`src/rtl/pe_cache_port_pkg.sv`:
```
// Shared definitions for the PE memory-side cache port: FSM encodings,
// the default posted-write buffer depth and a read-busy decode helper.
package pe_cache_port_pkg;

    localparam int unsigned WBUF_DEPTH_DEFAULT = 32'd4;

    typedef enum logic [2:0] {
        S_IDLE     = 3'd0,
        S_WR_ISSUE = 3'd1,
        S_RD_DRAIN = 3'd2,
        S_RD_ISSUE = 3'd3,
        S_RD_WAIT  = 3'd4,
        S_RD_DONE  = 3'd5
    } state_t;

    // States in which a read is outstanding and the PE must stay frozen.
    function automatic logic rd_busy(input state_t s);
        return (s == S_RD_DRAIN) || (s == S_RD_ISSUE) || (s == S_RD_WAIT);
    endfunction

endpackage

```
`src/rtl/pe_wbuf_fifo.sv`:
```
// Posted-write FIFO: synchronous push/pop, head visible combinationally,
// pointers wrap modulo DEPTH (power of 2), count is log2(DEPTH)+1 bits.
module pe_wbuf_fifo #(
    parameter int unsigned WIDTH = 64,
    parameter int unsigned DEPTH = 4
) (
    input  logic                     clk_i,
    input  logic                     rst_n_i,
    input  logic                     push_i,
    input  logic                     pop_i,
    input  logic [WIDTH-1:0]         wdata_i,
    output logic [WIDTH-1:0]         rdata_o,
    output logic                     full_o,
    output logic                     empty_o,
    output logic [$clog2(DEPTH):0]   count_o
);

    localparam int unsigned AW = $clog2(DEPTH);
    localparam int unsigned CW = AW + 1;

    logic [WIDTH-1:0] mem_q [DEPTH];
    logic [AW-1:0]    wr_ptr_q;
    logic [AW-1:0]    wr_ptr_d;
    logic [AW-1:0]    rd_ptr_q;
    logic [AW-1:0]    rd_ptr_d;
    logic [CW-1:0]    count_q;
    logic [CW-1:0]    count_d;
    logic             push_ok_s;
    logic             pop_ok_s;

    assign full_o    = (count_q == CW'(DEPTH));
    assign empty_o   = (count_q == {CW{1'b0}});
    assign count_o   = count_q;
    assign rdata_o   = mem_q[rd_ptr_q];
    assign push_ok_s = push_i & ~full_o;
    assign pop_ok_s  = pop_i & ~empty_o;

    // Next pointer and occupancy values.
    always_comb begin
        wr_ptr_d = wr_ptr_q;
        rd_ptr_d = rd_ptr_q;
        count_d  = count_q + {{AW{1'b0}}, push_ok_s} - {{AW{1'b0}}, pop_ok_s};
        if (push_ok_s) begin
            wr_ptr_d = wr_ptr_q + AW'(1'b1);
        end else begin
            wr_ptr_d = wr_ptr_q;
        end
        if (pop_ok_s) begin
            rd_ptr_d = rd_ptr_q + AW'(1'b1);
        end else begin
            rd_ptr_d = rd_ptr_q;
        end
    end

    // Pointer and count registers with synchronous active-low reset.
    always_ff @(posedge clk_i) begin
        if (!rst_n_i) begin
            wr_ptr_q <= {AW{1'b0}};
            rd_ptr_q <= {AW{1'b0}};
            count_q  <= {CW{1'b0}};
        end else begin
            wr_ptr_q <= wr_ptr_d;
            rd_ptr_q <= rd_ptr_d;
            count_q  <= count_d;
        end
    end

    // Entry storage; contents are don't-care until pushed.
    always_ff @(posedge clk_i) begin
        if (push_ok_s) begin
            mem_q[wr_ptr_q] <= wdata_i;
        end
    end

endmodule

```
`src/rtl/pe_cache_port.sv`:
```
// Memory-side port of a CGRA memory PE: posts writes through a small FIFO,
// serialises blocking reads behind them and stalls the array while needed.
module pe_cache_port
    import pe_cache_port_pkg::*;
#(
    parameter int unsigned DATA_WIDTH       = 32,
    parameter int unsigned CACHE_ADDR_WIDTH = 32,
    parameter int unsigned WBUF_DEPTH       = WBUF_DEPTH_DEFAULT
) (
    input  logic                        CLK_I,
    input  logic                        RST_N_I,
    input  logic                        PE_VALID_I,
    input  logic                        PE_WR_I,
    input  logic [CACHE_ADDR_WIDTH-1:0] PE_ADDR_I,
    input  logic [DATA_WIDTH-1:0]       PE_WDATA_I,
    output logic [DATA_WIDTH-1:0]       PE_RDATA_O,
    output logic                        STALL_O,
    output logic                        MEM_REQ_O,
    output logic                        MEM_WR_O,
    output logic [CACHE_ADDR_WIDTH-1:0] MEM_ADDR_O,
    output logic [DATA_WIDTH-1:0]       MEM_WDATA_O,
    input  logic                        MEM_GNT_I,
    input  logic                        MEM_RVALID_I,
    input  logic [DATA_WIDTH-1:0]       MEM_RDATA_I,
    output logic                        WBUF_EMPTY_O
);

    localparam int unsigned CW = $clog2(WBUF_DEPTH) + 1;
    localparam int unsigned EW = CACHE_ADDR_WIDTH + DATA_WIDTH;

    state_t                      state_q;
    state_t                      state_d;
    logic [CACHE_ADDR_WIDTH-1:0] rd_addr_q;
    logic [CACHE_ADDR_WIDTH-1:0] rd_addr_d;
    logic [DATA_WIDTH-1:0]       rdata_q;
    logic [DATA_WIDTH-1:0]       rdata_d;

    logic [EW-1:0]               head_s;
    logic [CACHE_ADDR_WIDTH-1:0] head_addr_s;
    logic [DATA_WIDTH-1:0]       head_data_s;
    logic                        full_s;
    logic                        empty_s;
    logic [CW-1:0]               count_s;
    logic [CW-1:0]               cnt_next_s;
    logic                        push_s;
    logic                        pop_s;
    logic                        rd_req_s;
    logic                        issuing_wr_s;
    logic                        drained_s;

    pe_wbuf_fifo #(
        .WIDTH (EW),
        .DEPTH (WBUF_DEPTH)
    ) u_wbuf (
        .clk_i   (CLK_I),
        .rst_n_i (RST_N_I),
        .push_i  (push_s),
        .pop_i   (pop_s),
        .wdata_i ({PE_ADDR_I, PE_WDATA_I}),
        .rdata_o (head_s),
        .full_o  (full_s),
        .empty_o (empty_s),
        .count_o (count_s)
    );

    assign head_addr_s = head_s[EW-1 -: CACHE_ADDR_WIDTH];
    assign head_data_s = head_s[DATA_WIDTH-1:0];

    // Writes keep draining while a read waits in RD_DRAIN, so the read is
    // ordered behind every earlier write without dropping an ungranted one.
    assign issuing_wr_s = ((state_q == S_WR_ISSUE) || (state_q == S_RD_DRAIN)) & ~empty_s;
    assign push_s       = PE_VALID_I & PE_WR_I & ~full_s;
    assign pop_s        = issuing_wr_s & MEM_GNT_I;
    assign rd_req_s     = PE_VALID_I & ~PE_WR_I &
                          ((state_q == S_IDLE) || (state_q == S_WR_ISSUE));
    assign cnt_next_s   = count_s + {{(CW-1){1'b0}}, push_s} - {{(CW-1){1'b0}}, pop_s};
    assign drained_s    = (cnt_next_s == {CW{1'b0}});

    assign STALL_O      = rd_busy(state_q) | rd_req_s | (PE_VALID_I & PE_WR_I & full_s);
    assign MEM_REQ_O    = issuing_wr_s | (state_q == S_RD_ISSUE);
    assign MEM_WR_O     = issuing_wr_s;
    assign MEM_ADDR_O   = issuing_wr_s ? head_addr_s :
                          ((state_q == S_RD_ISSUE) ? rd_addr_q : {CACHE_ADDR_WIDTH{1'b0}});
    assign MEM_WDATA_O  = issuing_wr_s ? head_data_s : {DATA_WIDTH{1'b0}};
    assign PE_RDATA_O   = rdata_q;
    assign WBUF_EMPTY_O = empty_s;

    // Next-state logic for the request sequencer.
    always_comb begin
        state_d   = state_q;
        rd_addr_d = rd_addr_q;
        rdata_d   = rdata_q;
        case (state_q)
            S_IDLE, S_WR_ISSUE: begin
                if (rd_req_s) begin
                    rd_addr_d = PE_ADDR_I;
                    state_d   = drained_s ? S_RD_ISSUE : S_RD_DRAIN;
                end else if (!drained_s) begin
                    state_d = S_WR_ISSUE;
                end else begin
                    state_d = S_IDLE;
                end
            end
            S_RD_DRAIN: begin
                if (drained_s) begin
                    state_d = S_RD_ISSUE;
                end else begin
                    state_d = S_RD_DRAIN;
                end
            end
            S_RD_ISSUE: begin
                if (MEM_GNT_I) begin
                    state_d = S_RD_WAIT;
                end else begin
                    state_d = S_RD_ISSUE;
                end
            end
            S_RD_WAIT: begin
                if (MEM_RVALID_I) begin
                    rdata_d = MEM_RDATA_I;
                    state_d = S_RD_DONE;
                end else begin
                    state_d = S_RD_WAIT;
                end
            end
            // The PE consumes the data here; its held read is not re-issued.
            S_RD_DONE: begin
                state_d = S_IDLE;
            end
            default: begin
                state_d = S_IDLE;
            end
        endcase
    end

    // FSM, captured read address and returned read data.
    always_ff @(posedge CLK_I) begin
        if (!RST_N_I) begin
            state_q   <= S_IDLE;
            rd_addr_q <= {CACHE_ADDR_WIDTH{1'b0}};
            rdata_q   <= {DATA_WIDTH{1'b0}};
        end else begin
            state_q   <= state_d;
            rd_addr_q <= rd_addr_d;
            rdata_q   <= rdata_d;
        end
    end

endmodule

```
`config.mk`:
```
export PLATFORM = sky130hd
export DESIGN_NAME = pe_cache_port
export DESIGN_NICKNAME = d
export VERILOG_FILES = /design/src/rtl/pe_cache_port_pkg.sv /design/src/rtl/pe_wbuf_fifo.sv /design/src/rtl/pe_cache_port.sv
export SDC_FILE = /design/constraint.sdc
export NUM_CORES = 1
export LEC_CHECK = 0
export ABC_AREA = 1
export CAP_MARGIN = 10
export CELL_PAD_IN_SITES_DETAIL_PLACEMENT = 0
export CELL_PAD_IN_SITES_GLOBAL_PLACEMENT = 1
export CORE_MARGIN = 2
export CORE_UTILIZATION = 43
export DETAILED_ROUTE_END_ITERATION = 10
export PLACE_DENSITY_LB_ADDON = 0.1
export SYNTH_ARGS = -nofsm -noshare
export SYNTH_HDL_FRONTEND = slang
export SYNTH_SLANG_ARGS = --single-unit
```
`constraint.sdc`:
```
create_clock -name CLK_I -period 4.27 [get_ports CLK_I]
set_input_delay 0.427 -clock CLK_I [delete_from_list [all_inputs] [get_ports CLK_I]]
set_output_delay 0.427 -clock CLK_I [all_outputs]
set_load 0.01 [all_outputs]
```
[Yosys cells after proc, flatten, opt, wreduce, memory -nomap -nowiden]
Memory sizes are Yosys's and may differ from the RTL's. A register that Yosys moved wholly into a read port is not among the register bits.
Cells that the tools add are included.
Storage, ports and cells
  flip-flop bits (word level): 74
  memory bits (writable): 256
  input port bits: 102
  output and inout port bits: 100
  word-level logic and storage cells: 56
  memories: 1
Memories
  u_wbuf.mem_q: words 4, bits a word 64, rd ports 1, clocked after memory_dff 1, write ports 1, line pe_wbuf_fifo.sv:21  | logic [WIDTH-1:0] mem_q [DEPTH];
Cells by class
  $add $sub $neg: 6
  equality and inequality tests: 5
  multiplexer cells: 13
  bitwise operators: 15
  reduce and logical (&&, ||, !) cells: 10
Operator list (count)
  two-way mux 32 bit: 3
  one-hot mux 3 bit (4 select lines): 1
  AND 1 bit: 9
  logical NOT 3 bit: 3
  adder 3 x 1 -> 3 bit: 2
  equality test 3 x 2 -> 1 bit, second input constant: 2
  equality test 3 bit, second input constant: 2
  two-way mux 2 bit: 3
  subtractor 3 x 1 -> 3 bit: 2
  two-way mux 1 bit: 5
  adder 2 x 1 -> 2 bit, second input constant: 2
  logical OR 1 bit: 4
  AND reduction 2 bit: 2
  equality test 3 x 1 -> 1 bit, second input constant: 1
  two-way mux 3 bit: 1
  NOT 1 bit: 3
  bitwise OR 1 bit: 3
  OR reduction 2 bit: 1

[Longest topological paths before layout]
Gate-level depths: netlist of the first run.
  depth in word-level cells: 9
  mapped depth: 16
  depth with buffers taken out: 15

[By module]
Synthesis of the first run repeated with hierarchy kept, for this count alone.
Unflattened totals
  cells, all modules: 1195
  area, all modules: 13187.6 µm²
By module, submodules not included
  pe_wbuf_fifo: times used 1, cells each 687, area an instance 9977.1 µm², seq. area each 7867.5 µm²
  pe_cache_port: times used 1, cells each 508, area an instance 3210.6 µm², seq. area each 1341.3 µm²

[Least setup slack after synthesis of the first run]
No wires, ideal clock.
  path kind: flip-flop to flip-flop
  start: register u_wbuf.count_q[1], in the netlist u_wbuf.count_o[1]
  end: memory u_wbuf.mem_q[0][0], enable pin
  setup time: 0.486 ns
  arrival time: 3.367 ns
  data required time: 3.784 ns
  path slack: 0.417 ns
  stages on the path, launching flop included: 5
  path buffers: 0
  period minus slack after synthesis: 3.853 ns
  cell sequence: dfxtp_1 > inv_1 > nand2_1 > o21ai_2 > nor2_1
On the way
  word-level cells in the longest chain between the ends: 6
RTL lines
  start: declaration: line pe_wbuf_fifo.sv:26  | logic [CW-1:0] count_q;
  start signal: assignment: line pe_wbuf_fifo.sv:60  | count_q <= {CW{1'b0}};
  start signal: assignment: line pe_wbuf_fifo.sv:64  | count_q <= count_d;
  equality test 3 bit (*): line pe_wbuf_fifo.sv:31  | assign full_o = (count_q == CW'(DEPTH));
  NOT 1 bit (*): line pe_wbuf_fifo.sv:35, pe_cache_port.sv:72
  AND 1 bit: line pe_cache_port.sv:72  | assign push_s = PE_VALID_I & PE_WR_I & ~full_s;
  AND 1 bit (*): line pe_wbuf_fifo.sv:35  | assign push_ok_s = push_i & ~full_o;
  two-way mux 1 bit (*): line pe_wbuf_fifo.sv:70  | if (push_ok_s) begin
  two-way mux 1 bit (not written as such) (*): line pe_wbuf_fifo.sv:71  | mem_q[wr_ptr_q] <= wdata_i;
  end: declaration: line pe_wbuf_fifo.sv:21
Every way passes the cells marked *; elsewhere a longest branch is shown, timed or not.

==> results.txt, run 1 <==
status: finished, final reports clean
DR pass1 iterations: 4
R2R Setup Slk: 1.34 ns
yosys warns: 0
Distinct cells, synth: 29
core box area: 0.0297 mm2
initial DRC count: 603
routed len/inst: 17.8 um
startpoint types: flop
starting density of the core: 0.437
post-CTS setup buffer count: 0
TritonCTS Buffers: 35
share of layout cells above drive strength 1: 0.0658
Post-Synthesis Cells: 1,110
nets@finish: 1,408
Worst Tran Pin Value: 0.709 ns
MaxCap Viol Count: 0
die area: 0.0316 mm2
#FFs+latches synth: 332
# diodes: 0
Pwr Total: 8400 uW
Final Util: 0.555
CP endpoint: MEM_ADDR_O[28]
cts hold-fix bufs: 0
DR vias/cell: 5.08
final setup vio count: 0
power density over the cells: 509 mW/mm2
routed wire length: 30,500 um
TritonCTS clock tree: done
Sink Count: 332
setup tns final: 0 ns
Max Root-Sink Buffers: 3
sequential fraction of the synthesis area: 0.708
Max transition margin: 0.528
commonest non-fill, non-tap cell in the layout: nor2_1
Synth Net Count: 1,222
clk root buf: clkbuf_16
most frequent cells in the layout: nor2_1, edfxtp_1, clkdlybuf4s50_1
Final Hold Vio Count: 0
row cnt: 63
largest net degree at the start of global routing: 65
worst slack, placed: 1.24 ns
# DRC: 0
CTS resizes: 0
post-route clock period utilization: 0.817
initial antenna violation count: 0
hpwl dp: 17,600 um
Slew Viols, Final: 0
via count: 8,693
maximum clock frequency: 0.287 GHz
Crit Path Class: flop to output port
first-pass GRT wire length: 46,900 um
Ports: 202
CP Max Fanout: 42
minimum clock period: 3.49 ns
routability cong.: 0.742
Reg-to-Reg End: state_q[0]
Max VDD drop: 238 uV
Port Buffer Count: 201
top cell type's share of synthesized area: 0.591
Hold/Removal Path Class: flop to flop
syn_area_per_cell: 11.7 um2
Area Growth Syn to Fin: 26.9%
total grt overflow: 0
Detail Route Antenna Nets: 0
RSZ-0062 raised after global routing: false
worst endpoint required time: 3.84 ns
Reg clk slew, reported paths: 0.05 ns
Synth area leader: edfxtp_1
source-to-sink clock delay at the later pin of the worst-skew pair: 0.51 ns
R2R Path Start: u_wbuf.count_o[1]
Hold Worst Slack: 0.440 ns
Crit. End Element: output port
Worst Reg-to-Reg Cells: 13
vias in the first global route: 8,311
CP arrival: 3.06 ns
Die H: 178 um
Die Width: 178 um
total leakage power: 0.00566 uW
Mapped Area: 0.0130 mm2
Clock Skews: 0.0141 ns
gr usage total: 0.193
Worst Slack Setup Final: 0.780 ns
Area contributors post-synth: edfxtp_1, dfxtp_1, nor2_1
number of H-tree levels: 2
kinds of logic (layout without fill, tap and decap cells):
group / count (synthesis) / count (layout) / share of synthesized area
flip-flops: 332 / 332 / 0.708
buffers and inverters: 134 / 346 / 0.0493
adder cells (fa/ha/maj): 10 / 10 / 0.0108
AO/OA/AOI/OAI: 335 / 335 / 0.142
AND/OR/NAND/NOR: 299 / 299 / 0.0895
cell type report:
| class | instances | area [um2] |
|---|---|---|
| Clock buffer | 48 | 967 |
| Clock inverter | 15 | 201 |
| Fill cell | 2580 | 13200 |
| Inverter | 63 | 240 |
| Multi-Input combinational cell | 644 | 3180 |
| Sequential cell | 332 | 9210 |
| Tap cell | 390 | 488 |
| Timing Repair Buffer | 220 | 2200 |
metrics by stage:
step	std cells	instance area, um2
after global placement	1648	15300
after detailed placement	1648	15300
after CTS	1711	16500
after floorplan	1110	13000
after global routing	1712	16500
final	1712	16500
worst max-delay path, stage by stage, from the launching register on:
cell             delay [ns]
dfxtp_4                0.57
clkinv_2               0.58
buf_4                  0.43
o21ai_0                0.18
o22ai_1                0.09
a22o_1                 0.20
clkdlybuf4s50_1        0.48
cell usage after synthesis:
cell type / n
edfxtp_1: 256
o311ai_0: 1
nand2_1: 17
buf_2: 21
a21oi_1: 72
nand2_2: 1
clkbuf_2: 3
inv_4: 1
ha_1: 8
nand3_1: 6
clkbuf_1: 29
a31oi_1: 1
inv_2: 3
inv_1: 59
nor2_4: 1
dfxtp_1: 76
o22ai_1: 32
nor2_2: 3
nor2_1: 269
buf_6: 13
o21ai_0: 186
a22o_1: 32
buf_1: 3
buf_4: 2
fa_1: 2
o21ai_1: 10
o21ai_2: 1
nand3_4: 1
nand4_1: 1
how the worst min path moves through the flow:
stage / from / end / depth (start not counted)
3_3_place_gp: PE_RDATA_O[22] / PE_RDATA_O[22] / 2
5_1_grt: PE_RDATA_O[14] / PE_RDATA_O[14] / 2
2_1_floorplan: u_wbuf.rd_ptr_q[1] / flop / 2
6_report: PE_RDATA_O[21] / PE_RDATA_O[21] / 2
3_5_place_dp: PE_RDATA_O[27] / PE_RDATA_O[27] / 2
4_1_cts: PE_RDATA_O[21] / PE_RDATA_O[21] / 2
sequential cells by signal (all words and copies together), names as in the netlist, named ones only:
name and count:
state_q 3, PE_RDATA_O 32, u_wbuf.count_o 3, u_wbuf.rd_ptr_q 2
u_wbuf.wr_ptr_q 2, u_wbuf.mem_q 256, rd_addr_q 32
layer usage:
metal	up-vias	global-route usage	routed length, um
li1	4291	-	-
met1	4120	0.256	13600
met2	239	0.314	14300
met3	43	0.0506	1930
met4	0	0.0519	606
met5	-	0	0
power by group:
part | switching [uW] | internal (uW) | total [uW]
clock | 1190 | 1890 | 3080
combinational | 917 | 687 | 1600
sequential | 73.0 | 3640 | 3720
Note: power is estimated with default switching activity, not from simulation.
==> run 2, diff against run 1 <==
--- a/config.mk
+++ b/config.mk
@@ -10,7 +10,7 @@
 export CELL_PAD_IN_SITES_DETAIL_PLACEMENT = 0
 export CELL_PAD_IN_SITES_GLOBAL_PLACEMENT = 1
 export CORE_MARGIN = 2
-export CORE_UTILIZATION = 43
+export CORE_UTILIZATION = 39
 export DETAILED_ROUTE_END_ITERATION = 10
 export PLACE_DENSITY_LB_ADDON = 0.1
 export SYNTH_ARGS = -nofsm -noshare
==> constraint.sdc (replaced) <==
create_clock -name CLK_I -period 3 [get_ports CLK_I]
set_input_delay 0.3 -clock CLK_I [delete_from_list [all_inputs] [get_ports CLK_I]]
set_output_delay 0.3 -clock CLK_I [all_outputs]
set_load 0.01 [all_outputs]
==> results.txt, run 2 (same netlist as run 1, synthesis figures left out) <==
Crit. End Element: output port (unchanged)
minimum clock period: 2.81 ns
CP max-delay cell: clkdlybuf4s50_1 (was clkinv_2)
Max Root-Sink Buffers: 3 (unchanged)
initial DRC count: 571 (was 603)
Worst Tran Pin Value: 0.704 ns (was 0.709 ns)
nets@finish: 1,418 (was 1,408)
source-to-sink clock delay at the later pin of the worst-skew pair: 0.52 ns (was 0.51 ns)
power density over the cells: 725 mW/mm2 (was 509 mW/mm2)
gr usage total: 0.180 (was 0.193)
via count: 8,799 (was 8,693)
clk root buf: clkbuf_16 (unchanged)
R2R Setup Slk: 0.34 ns (was 1.34 ns)
R2R Path Start: u_wbuf.count_o[1] (unchanged)
hpwl dp: 17,300 um (was 17,600 um)
hold-critical path endpoint: u_wbuf.count_o[0] (was PE_RDATA_O[21])
share of layout cells above drive strength 1: 0.0772 (was 0.0658)
Worst Reg-to-Reg Cells: 11 (was 13)
post-CTS setup buffer count: 0 (unchanged)
initial antenna violation count: 1 (was 0)
Hold Crit Start: RST_N_I (was PE_RDATA_O[21])
total leakage power: 0.00577 uW (was 0.00566 uW)
first-pass GRT wire length: 49,100 um (was 46,900 um)
DP Cell Count: 1,708 (was 1,648)
worst hold path stage count: 3 (was 2)
Area Growth Syn to Fin: 29.0% (was 26.9%)
number of H-tree levels: 2 (unchanged)
CP arrival: 2.51 ns (was 3.06 ns)
Detail Route Antenna Nets: 0 (unchanged)
most frequent cells in the layout: nor2_1, edfxtp_1, clkdlybuf4s50_1 (unchanged)
Most flops, register: u_wbuf.mem_q (unchanged)
RSZ-0062 raised after global routing: false (unchanged)
final setup vio count: 0 (unchanged)
Ports: 202 (unchanged)
crit-path cells: inv_1, nand3_1, nand3_4, buf_4, a21oi_1, clkdlybuf4s50_1 (was clkinv_2, buf_4, o21ai_0, o22ai_1, a22o_1, clkdlybuf4s50_1)
worst endpoint required time: 2.70 ns (was 3.84 ns)
core box area: 0.0327 mm2 (was 0.0297 mm2)
Largest register FFs: 256 (unchanged)
Max transition margin: 0.531 (was 0.528)
CP Max Fanout: 33 (was 42)
Hold/Removal Path Class: input port to flop (was flop to flop)
DR pass1 iterations: 5 (was 4)
commonest non-fill, non-tap cell in the layout: nor2_1 (unchanged)
MaxCap Viol Count: 0 (unchanged)
row cnt: 66 (was 63)
routed wire length: 32,300 um (was 30,500 um)
Crit Path Class: flop to output port (unchanged)
Slew Viols, Final: 0 (unchanged)
status: finished, final reports clean (unchanged)
Port Buffer Count: 201 (unchanged)
Worst Slack Setup Final: 0.194 ns (was 0.780 ns)
Clock Skews: 0.00886 ns (was 0.0141 ns)
maximum clock frequency: 0.356 GHz
vias in the first global route: 8,591 (was 8,311)
# DRC: 0 (unchanged)
Max VDD drop: 357 uV (was 238 uV)
Final Hold Vio Count: 0 (unchanged)
Die H: 187 um (was 178 um)
worst slack, placed: 0.346 ns (was 1.24 ns)
setup tns final: 0 ns (unchanged)
startpoint types: flop (unchanged)
routed len/inst: 18.2 um (was 17.8 um)
post-route insts no fill: 1,778 (was 1,712)
largest net degree at the start of global routing: 129 (was 65)
Critical Path Max Stage Delay: 0.59 ns (was 0.58 ns)
post-route clock period utilization: 0.935
Sink Count: 332 (unchanged)
TritonCTS clock tree: done (unchanged)
die area: 0.0348 mm2 (was 0.0316 mm2)
Reg clk slew, reported paths: 0.06 ns (was 0.05 ns)
routability cong.: 0.730 (was 0.742)
DR vias/cell: 4.95 (was 5.08)
starting density of the core: 0.397 (was 0.437)
Die Width: 187 um (was 178 um)
TritonCTS Buffers: 37 (was 35)
Reg-to-Reg End: state_q[0] (unchanged)
total grt overflow: 0 (unchanged)
## run 2: repair_timing
item                       CTS  global route
setup endpoints to repair    0            10
hold buffers                 0             0
resized for setup            0             3
## run 2: per-layer routing
| layer | global-route usage | share of wire | vias up |
|---|---|---|---|
| li1 | - | - | 4316 |
| met1 | 0.239 | 0.45 | 4167 |
| met2 | 0.289 | 0.46 | 264 |
| met3 | 0.0545 | 0.077 | 52 |
| met4 | 0.0467 | 0.019 | 0 |
| met5 | 0 | 0 | - |
## run 2: how the worst max path moves through the flow
stage                       from  slack [ns]            endpoint  cells past startpoint
2_1_floorplan  u_wbuf.count_o[1]       -0.85  u_wbuf.mem_q[0][0]                      4
3_3_place_gp          PE_VALID_I        0.37          state_q[0]                     12
3_5_place_dp          PE_VALID_I        0.35          state_q[0]                     12
4_1_cts        u_wbuf.count_o[1]        0.08       MEM_ADDR_O[0]                      6
5_1_grt                     flop        0.02       MEM_ADDR_O[0]                      6
6_report       u_wbuf.count_o[1]        0.19     MEM_WDATA_O[29]                      6
## run 2: cell type report
type	instances	area, um2
repair buffers	228	2350
inverters	63	244
well taps	442	553
fillers	2919	15900
diodes	1	2.50
clock inverters	12	115
multi-input cells	644	3180
clock buffers	56	1110
flip-flops and latches	332	9210
## run 2: power breakdown
group	switching (uW)	total [uW]	internal (uW)
sequential	82.0	5270	5180
clock	1740	4470	2730
combinational	1390	2420	1030
## run 2: stage by stage
step / utilization / area [um2] / hold slack, ns / total power (uW)
finish: 0.513 / 16800 / 0.350 / 12200
global route: 0.513 / 16800 / 0.387 / 12700
CTS: 0.512 / 16700 / 0.343 / 12300
detailed placement: 0.474 / 15500 / 0.434 / 7770
global placement: 0.474 / 15500 / 0.430 / 7750
floorplan: - / 13000 / 0.399 / 6680
## run 2: critical path, delay by kind of cell, from the launching register on
| family | cells | cell delay (ns) |
|---|---|---|
| AO/OA/AOI/OAI | 1 | 0.28 |
| AND/OR/NAND/NOR | 2 | 0.30 |
| flip-flops | 1 | 0.39 |
| buffers and inverters | 3 | 1.00 |
==> run 3, diff against run 2 <==
--- a/config.mk
+++ b/config.mk
@@ -13,6 +13,7 @@
 export CORE_UTILIZATION = 39
 export DETAILED_ROUTE_END_ITERATION = 10
 export PLACE_DENSITY_LB_ADDON = 0.1
+export SLEW_MARGIN = 20
 export SYNTH_ARGS = -nofsm -noshare
 export SYNTH_HDL_FRONTEND = slang
 export SYNTH_SLANG_ARGS = --single-unit
==> results of run 3 <==
Same layout as run 2: the final DEF is identical, and so are final timing and power.
